--- src/rtl/dcache_req_arbiter_pkg.sv ---
// Shared types for the dcache request arbiter slice.
//  XLEN         datapath / physical address width
//  TAG_W        LSU load tag width
//  inst_size_t  access size (byte, half, word, double word)
//  lsu_tag_t    tag that travels with a load and comes back with its data
//  dcache_req_t one dcache request as held in the output slot
package dcache_req_arbiter_pkg;

    localparam int XLEN  = 64;
    localparam int TAG_W = 4;

    typedef enum logic [1:0] {
        SIZE_B  = 2'd0,
        SIZE_H  = 2'd1,
        SIZE_W  = 2'd2,
        SIZE_DW = 2'd3
    } inst_size_t;

    typedef logic [TAG_W-1:0] lsu_tag_t;

    typedef struct packed {
        logic            we;
        logic [XLEN-1:0] addr;
        inst_size_t      size;
        logic [XLEN-1:0] wdata;
    } dcache_req_t;

endpackage

--- src/rtl/dcache_req_arbiter_tag_fifo.sv ---
// lsu_tag_fifo: synchronous FIFO of LSU load tags, one entry per load in flight.
//  clk, rstn  clock and asynchronous active-low reset
//  push       write push_tag (ignored when full)
//  push_tag   tag to store
//  pop        drop the head entry (ignored when empty)
//  head_tag   oldest stored tag
//  full/empty occupancy flags
module lsu_tag_fifo
    import dcache_req_arbiter_pkg::*;
#(
    parameter int DEPTH = 4
) (
    input  logic     clk,
    input  logic     rstn,
    input  logic     push,
    input  lsu_tag_t push_tag,
    input  logic     pop,
    output lsu_tag_t head_tag,
    output logic     full,
    output logic     empty
);

    localparam int PTR_W = $clog2(DEPTH);

    lsu_tag_t         entries [DEPTH];
    logic [PTR_W:0]   wr_ptr;
    logic [PTR_W:0]   rd_ptr;
    logic             do_push;
    logic             do_pop;

    // Pointers carry one extra wrap bit so full and empty can be told apart.
    assign empty    = (wr_ptr == rd_ptr);
    assign full     = (wr_ptr[PTR_W] != rd_ptr[PTR_W]) &&
                      (wr_ptr[PTR_W-1:0] == rd_ptr[PTR_W-1:0]);
    assign do_push  = push && !full;
    assign do_pop   = pop && !empty;
    assign head_tag = entries[rd_ptr[PTR_W-1:0]];

    always_ff @(posedge clk or negedge rstn) begin
        if (!rstn) begin
            wr_ptr <= '0;
            rd_ptr <= '0;
            for (int i = 0; i < DEPTH; i++) begin
                entries[i] <= '0;
            end
        end else begin
            if (do_push) begin
                entries[wr_ptr[PTR_W-1:0]] <= push_tag;
                wr_ptr <= wr_ptr + 1'b1;
            end
            if (do_pop) begin
                rd_ptr <= rd_ptr + 1'b1;
            end
        end
    end

endmodule

--- src/rtl/dcache_req_arbiter.sv ---
// dcache_req_arbiter: shares the single dcache request port between LSU loads
// and the store-queue drain, registers the winner into an output slot, and
// routes in-order load responses back to the LSU with their tags.
//  ld_req_*   load request from the LSU (ready = accepted this cycle)
//  st_req_*   committed store-queue head (ready = SQ pops)
//  drain_i    blocks new loads and forces stores through
//  mem_req_*  registered dcache request slot, held until mem_req_ready_i
//  mem_rsp_*  in-order load data from the dcache
//  ld_rsp_*   registered one-cycle load response to the LSU
//  idle_o     nothing in the slot, nothing outstanding, no store waiting
//  err_o      sticky: a response arrived with no load outstanding
module dcache_req_arbiter
    import dcache_req_arbiter_pkg::*;
#(
    parameter int MAX_OUTSTANDING = 4,
    parameter int STARVE_MAX      = 8
) (
    input  logic            clk,
    input  logic            rstn,
    input  logic            ld_req_valid_i,
    output logic            ld_req_ready_o,
    input  logic [XLEN-1:0] ld_req_addr_i,
    input  inst_size_t      ld_req_size_i,
    input  lsu_tag_t        ld_req_tag_i,
    input  logic            st_req_valid_i,
    output logic            st_req_ready_o,
    input  logic [XLEN-1:0] st_req_addr_i,
    input  inst_size_t      st_req_size_i,
    input  logic [XLEN-1:0] st_req_data_i,
    input  logic            drain_i,
    output logic            mem_req_valid_o,
    input  logic            mem_req_ready_i,
    output logic            mem_req_we_o,
    output logic [XLEN-1:0] mem_req_addr_o,
    output inst_size_t      mem_req_size_o,
    output logic [XLEN-1:0] mem_req_wdata_o,
    input  logic            mem_rsp_valid_i,
    input  logic [XLEN-1:0] mem_rsp_data_i,
    output logic            ld_rsp_valid_o,
    output lsu_tag_t        ld_rsp_tag_o,
    output logic [XLEN-1:0] ld_rsp_data_o,
    output logic            idle_o,
    output logic            err_o
);

    localparam int CNT_W    = $clog2(MAX_OUTSTANDING) + 1;
    localparam int STARVE_W = $clog2(STARVE_MAX + 1);

    dcache_req_t          slot_q;
    dcache_req_t          slot_d;
    logic                 slot_valid_q;
    logic [CNT_W-1:0]     outstanding;
    logic [STARVE_W-1:0]  starve;

    logic     slot_free;
    logic     ld_ok;
    logic     force_st;
    logic     st_pick;
    logic     st_grant;
    logic     ld_grant;
    logic     rsp_accept;
    logic     rsp_orphan;
    lsu_tag_t fifo_head;
    logic     fifo_full;
    logic     fifo_empty;

    // The slot may be refilled in the same cycle the dcache takes its contents.
    // The FIFO full flag tracks the outstanding count; it is kept as a guard.
    assign slot_free  = !slot_valid_q || mem_req_ready_i;
    assign ld_ok      = ld_req_valid_i && !drain_i && !fifo_full &&
                        (outstanding < CNT_W'(MAX_OUTSTANDING));
    assign force_st   = st_req_valid_i && ((starve == STARVE_W'(STARVE_MAX)) || drain_i);
    assign st_pick    = force_st || (st_req_valid_i && !ld_ok);
    assign st_grant   = slot_free && st_pick;
    assign ld_grant   = slot_free && !st_pick && ld_ok;

    assign ld_req_ready_o = ld_grant;
    assign st_req_ready_o = st_grant;

    // A response only counts if a load is actually waiting for it.
    assign rsp_accept = mem_rsp_valid_i && !fifo_empty;
    assign rsp_orphan = mem_rsp_valid_i && fifo_empty;

    assign mem_req_valid_o = slot_valid_q;
    assign mem_req_we_o    = slot_q.we;
    assign mem_req_addr_o  = slot_q.addr;
    assign mem_req_size_o  = slot_q.size;
    assign mem_req_wdata_o = slot_q.wdata;

    assign idle_o = !slot_valid_q && (outstanding == '0) && !st_req_valid_i;

    lsu_tag_fifo #(
        .DEPTH (MAX_OUTSTANDING)
    ) u_tag_fifo (
        .clk      (clk),
        .rstn     (rstn),
        .push     (ld_grant),
        .push_tag (ld_req_tag_i),
        .pop      (mem_rsp_valid_i),
        .head_tag (fifo_head),
        .full     (fifo_full),
        .empty    (fifo_empty)
    );

    // Build the request that wins this cycle; an empty slot carries zeros.
    always_comb begin
        slot_d = '0;
        if (st_grant) begin
            slot_d.we    = 1'b1;
            slot_d.addr  = st_req_addr_i;
            slot_d.size  = st_req_size_i;
            slot_d.wdata = st_req_data_i;
        end else if (ld_grant) begin
            slot_d.we    = 1'b0;
            slot_d.addr  = ld_req_addr_i;
            slot_d.size  = ld_req_size_i;
        end
    end

    // The slot only changes when its current contents have been taken.
    always_ff @(posedge clk or negedge rstn) begin
        if (!rstn) begin
            slot_valid_q <= 1'b0;
            slot_q       <= '0;
        end else if (slot_free) begin
            slot_valid_q <= st_grant || ld_grant;
            slot_q       <= slot_d;
        end
    end

    // Loads in flight, counted from grant until their response; a same-cycle
    // grant and response cancel out.
    always_ff @(posedge clk or negedge rstn) begin
        if (!rstn) begin
            outstanding <= '0;
        end else begin
            case ({ld_grant, rsp_accept})
                2'b10:   outstanding <= outstanding + CNT_W'(1);
                2'b01:   outstanding <= outstanding - CNT_W'(1);
                default: outstanding <= outstanding;
            endcase
        end
    end

    // Counts consecutive cycles a waiting store has lost; saturates so the
    // forced grant keeps firing until the store gets through.
    always_ff @(posedge clk or negedge rstn) begin
        if (!rstn) begin
            starve <= '0;
        end else if (!st_req_valid_i || st_grant) begin
            starve <= '0;
        end else if (starve != STARVE_W'(STARVE_MAX)) begin
            starve <= starve + STARVE_W'(1);
        end
    end

    // Response return path and the sticky orphan-response flag.
    always_ff @(posedge clk or negedge rstn) begin
        if (!rstn) begin
            ld_rsp_valid_o <= 1'b0;
            ld_rsp_tag_o   <= '0;
            ld_rsp_data_o  <= '0;
            err_o          <= 1'b0;
        end else begin
            ld_rsp_valid_o <= rsp_accept;
            if (rsp_accept) begin
                ld_rsp_tag_o  <= fifo_head;
                ld_rsp_data_o <= mem_rsp_data_i;
            end
            if (rsp_orphan) begin
                err_o <= 1'b1;
            end
        end
    end

endmodule

--- config.mk ---
export PLATFORM = sky130hd
export DESIGN_NAME = dcache_req_arbiter
export DESIGN_NICKNAME = d
export VERILOG_FILES = /design/src/rtl/dcache_req_arbiter_pkg.sv /design/src/rtl/dcache_req_arbiter_tag_fifo.sv /design/src/rtl/dcache_req_arbiter.sv
export SDC_FILE = /design/constraint.sdc
export NUM_CORES = 1
export LEC_CHECK = 0
export ABC_AREA = 1
export CORE_AREA = 2 2 187 189
export CTS_CLUSTER_SIZE = 8
export DETAILED_ROUTE_END_ITERATION = 7
export DIE_AREA = 0 0 189 191
export PLACE_DENSITY = 0.62
export SLEW_MARGIN = 20
export SYNTH_ARGS = -nofsm -noshare
export SYNTH_HDL_FRONTEND = slang
export SYNTH_SLANG_ARGS = --single-unit
--- constraint.sdc ---
create_clock -name clk -period 2.86 [get_ports clk]
set_input_delay 0.429 -clock clk [delete_from_list [all_inputs] [get_ports clk]]
set_output_delay 0.429 -clock clk [all_outputs]
set_load 0.005 [all_outputs]
==> results by group <==
Outcome
  • Status: complete, no violations

Synth
  • Top cell type's share of synthesized area: 0.586
  • Post-Syn Area: 0.00987 mm²
  • Number of synthesized flops with an enable pin: 0
  • Synth cell types: 28
  • Syn avg cell area: 8.74 µm²
  • Syn nets: 1409
  • Top cells by area, synth: dfrtp_1 (59%), nand2_1 (20%), nand3_1 (7.2%)
  • Sequential cell area fraction in the yosys report: 0.586
  • Ys flop type: dfrtp_1
  • Yosys warns: 0
  • Leading area contributor after synthesis: dfrtp_1
  • #FFs+latches synth: 231
  • Asr flop ratio synth: 1.00
  • Synthesized netlist cell count: 1129

Clock network
  • CTS root buffer: clkbuf_16
  • Post-CTS setup repair buffer count: 0
  • CTS tree: yes
  • # clock sinks: 231
  • Total CTS buffers: 34
  • Clk_lat worst skew: 510 ps
  • Clk pin slew, worst setup/hold paths: 50 ps
  • H-tree depth: 2
  • Clk buf depth: 3

Routing
  • DR WL/cell: 17.3 µm
  • DRT Wirelength: 35.3 mm
  • Via count: 9527
  • Vias per cell: 4.67
  • Residual DRC: 0
  • Post-DRT Antenna Nets: 0
  • 1st-iter DRT viols: 489
  • 1st-pass router iterations: 5

Floorplan
  • Die height: 191 µm
  • Row cnt: 68
  • Ports: 476
  • Starting Density: 0.289
  • Core footprint: 0.0341 mm²
  • Die ar.: 0.0361 mm²
  • Die Width: 189 µm

Final layout
  • Fillers: 3212
  • Net count, final: 1862
  • Register Area: 0.00578 mm²
  • P&R area growth vs syn: 61.0%
  • Area taken by multi-input logic gates: 0.00361 mm²
  • Share of layout cells above drive strength 1: 0.0436
  • Core Util, Final: 0.466
  • Number of diodes: 0

Placed design
  • Dpl hpwl: 24.3 mm
  • PortBufs: 475
  • GP Congestion: 0.809

STA
  • Final Max Slew Viols: 0
  • WHS: 402 ps
  • Final setup fails: 0
  • Fin crit period: 2720 ps
  • Final Hold Fails: 0
  • F_max: 368 MHz
  • Final Cycle Share: 0.950
  • Slew @ Worst Pin: 789 ps
  • TNS Setup: 0 ps
  • Worst-case clock skew: 24.3 ps
  • RSZ-0062 raised after global routing: false
  • Max transition margin: 0.474

GRT
  • Number of global-route vias before repair: 9501
  • GRT Overall Usage: 0.187
  • Largest net degree at the start of global routing: 89
  • Antenna violations before repair: 0
  • Wire length of the first global-routing pass: 53.5 mm
  • Overflow after GRT: 0

Pwr
  • Peak supply drop: 0.370 mV
  • PD cells: 787 mW/mm²
  • Leak: 7.41 nW

Setup path
  • Crit path capture type: primary output
  • Crit path required time: 2430 ps
  • Crit start category: register
  • Arrival time worst endpoint: 2290 ps
  • Max FO, Critical Path: 4
  • Setup Crit Path Kind: reg -> out

Run
  • Max-cap violation count: 0

Min path
  • Worst Hold Class: in -> reg
## area by class of cell
cell class / count / area share
multi-input cells: 802 / 0.227
inverters: 20 / 0.00472
clock buffers: 35 / 0.0538
flip-flops and latches: 231 / 0.364
clock inverters: 3 / 0.00213
repair buffers: 493 / 0.313
well taps: 455 / 0.0358
## layout by cell type, fill, tap and decap left out
cell type / n
nor2_1: 13
clkinv_1: 1
dlymetal6s2s_1: 1
xnor2_2: 1
nand3_2: 3
fa_1: 1
o21bai_1: 1
inv_6: 2
clkdlybuf4s50_1: 472
dlygate4sd3_1: 1
o21ai_0: 13
nor3_1: 1
nor2_4: 2
xor2_1: 5
buf_4: 11
inv_2: 4
nand4_1: 83
inv_1: 15
nand2_1: 519
buf_12: 6
nand3_1: 141
dfrtp_1: 231
a21oi_1: 1
buf_8: 1
o22ai_1: 4
nor3b_1: 1
ha_1: 8
clkinv_8: 1
xnor2_1: 2
clkbuf_1: 1
buf_2: 1
nand2_2: 2
nor2_2: 1
clkbuf_16: 34
## report_power, final
part | leakage (nW) | total, mW | internal, mW | switching [mW]
clock | 0.436 | 3.52 | 2.11 | 1.42
combinational | 4.03 | 4.21 | 2.27 | 1.94
sequential | 2.95 | 4.77 | 4.20 | 0.567
## cells by family after synthesis
kind of cell             share of synthesized area
buffers and inverters                       0.0497
flip-flops                                   0.586
XOR/XNOR                                   0.00786
adder cells (fa/ha/maj)                     0.0122
AO/OA/AOI/OAI                               0.0104
AND/OR/NAND/NOR                              0.334
## stage by stage
| step | std cells | cell area (µm²) | total power [mW] | setup WS (ps) |
|---|---|---|---|---|
| floorplan | 1129 | 9870 | 6.46 | 580 |
| global placement | 2000 | 15000 | 9.02 | 243 |
| detailed placement | 2000 | 15000 | 9.06 | 156 |
| CTS | 2039 | 15900 | 12.7 | 58.1 |
| global route | 2039 | 15900 | 13.3 | 9.02 |
| finish | 2039 | 15900 | 12.5 | 142 |
## synthesized netlist by cell type (2+ instances only)
cell type,count
nand2_1,520
dfrtp_1,231
nand3_1,141
nand4_1,83
buf_2,29
clkbuf_1,27
inv_1,16
nor2_1,14
o21ai_0,13
buf_4,9
buf_6,8
ha_1,8
xor2_1,5
o22ai_1,4
buf_1,3
inv_2,3
nand3_2,3
xnor2_1,2
## per-layer routing
layer	up-vias	global-route usage	share of wire
met1	4479	0.238	0.41
met3	66	0.0558	0.082
met4	0	0.0652	0.032
met5	-	0	0
met2	398	0.304	0.47
li1	4584	-	-
## critical path, cell delays in order, from the launching register on
cell             delay, ps
dfrtp_1                400
inv_1                   60
ha_1                   190
nand2_1                 80
nor2_2                  50
nor2_1                 110
nand3_2                120
nand2_2                120
nand2_1                 80
inv_1                   80
clkdlybuf4s50_1        510
## sequential cells by signal, summed over array words and instances (netlist names)
name	count
err_o	1
ld_rsp_data_o	64
ld_rsp_tag_o	4
ld_rsp_valid_o	1
mem_req_addr_o	64
mem_req_size_o	2
mem_req_valid_o	1
mem_req_wdata_o	64
mem_req_we_o	1
outstanding	3
starve	4
u_tag_fifo.entries	16
u_tag_fifo.rd_ptr	3
u_tag_fifo.wr_ptr	3
## what timing repair did
item	CTS	global route
setup endpoints to repair	1	1
gates resized for setup	1	1
endpoints found under the hold margin	74	0
hold buffers	1	0
## worst paths after layout
path                                           from                  end  slack, ps  depth (start not counted)
worst max-delay path                      starve[0]       ld_req_ready_o        140                         10
worst min-delay path                 st_req_valid_i   mem_req_addr_o[17]        400                          3
worst max register to register            starve[0]       outstanding[2]        460                         15
worst min register to register  mem_req_wdata_o[45]  mem_req_wdata_o[45]        480                          2
max in group asynchronous                      rstn   mem_req_addr_o[46]       1580                          3
min in group asynchronous                      rstn   mem_req_wdata_o[8]        580                          2
No activity file was read; power rests on OpenSTA's default activity.
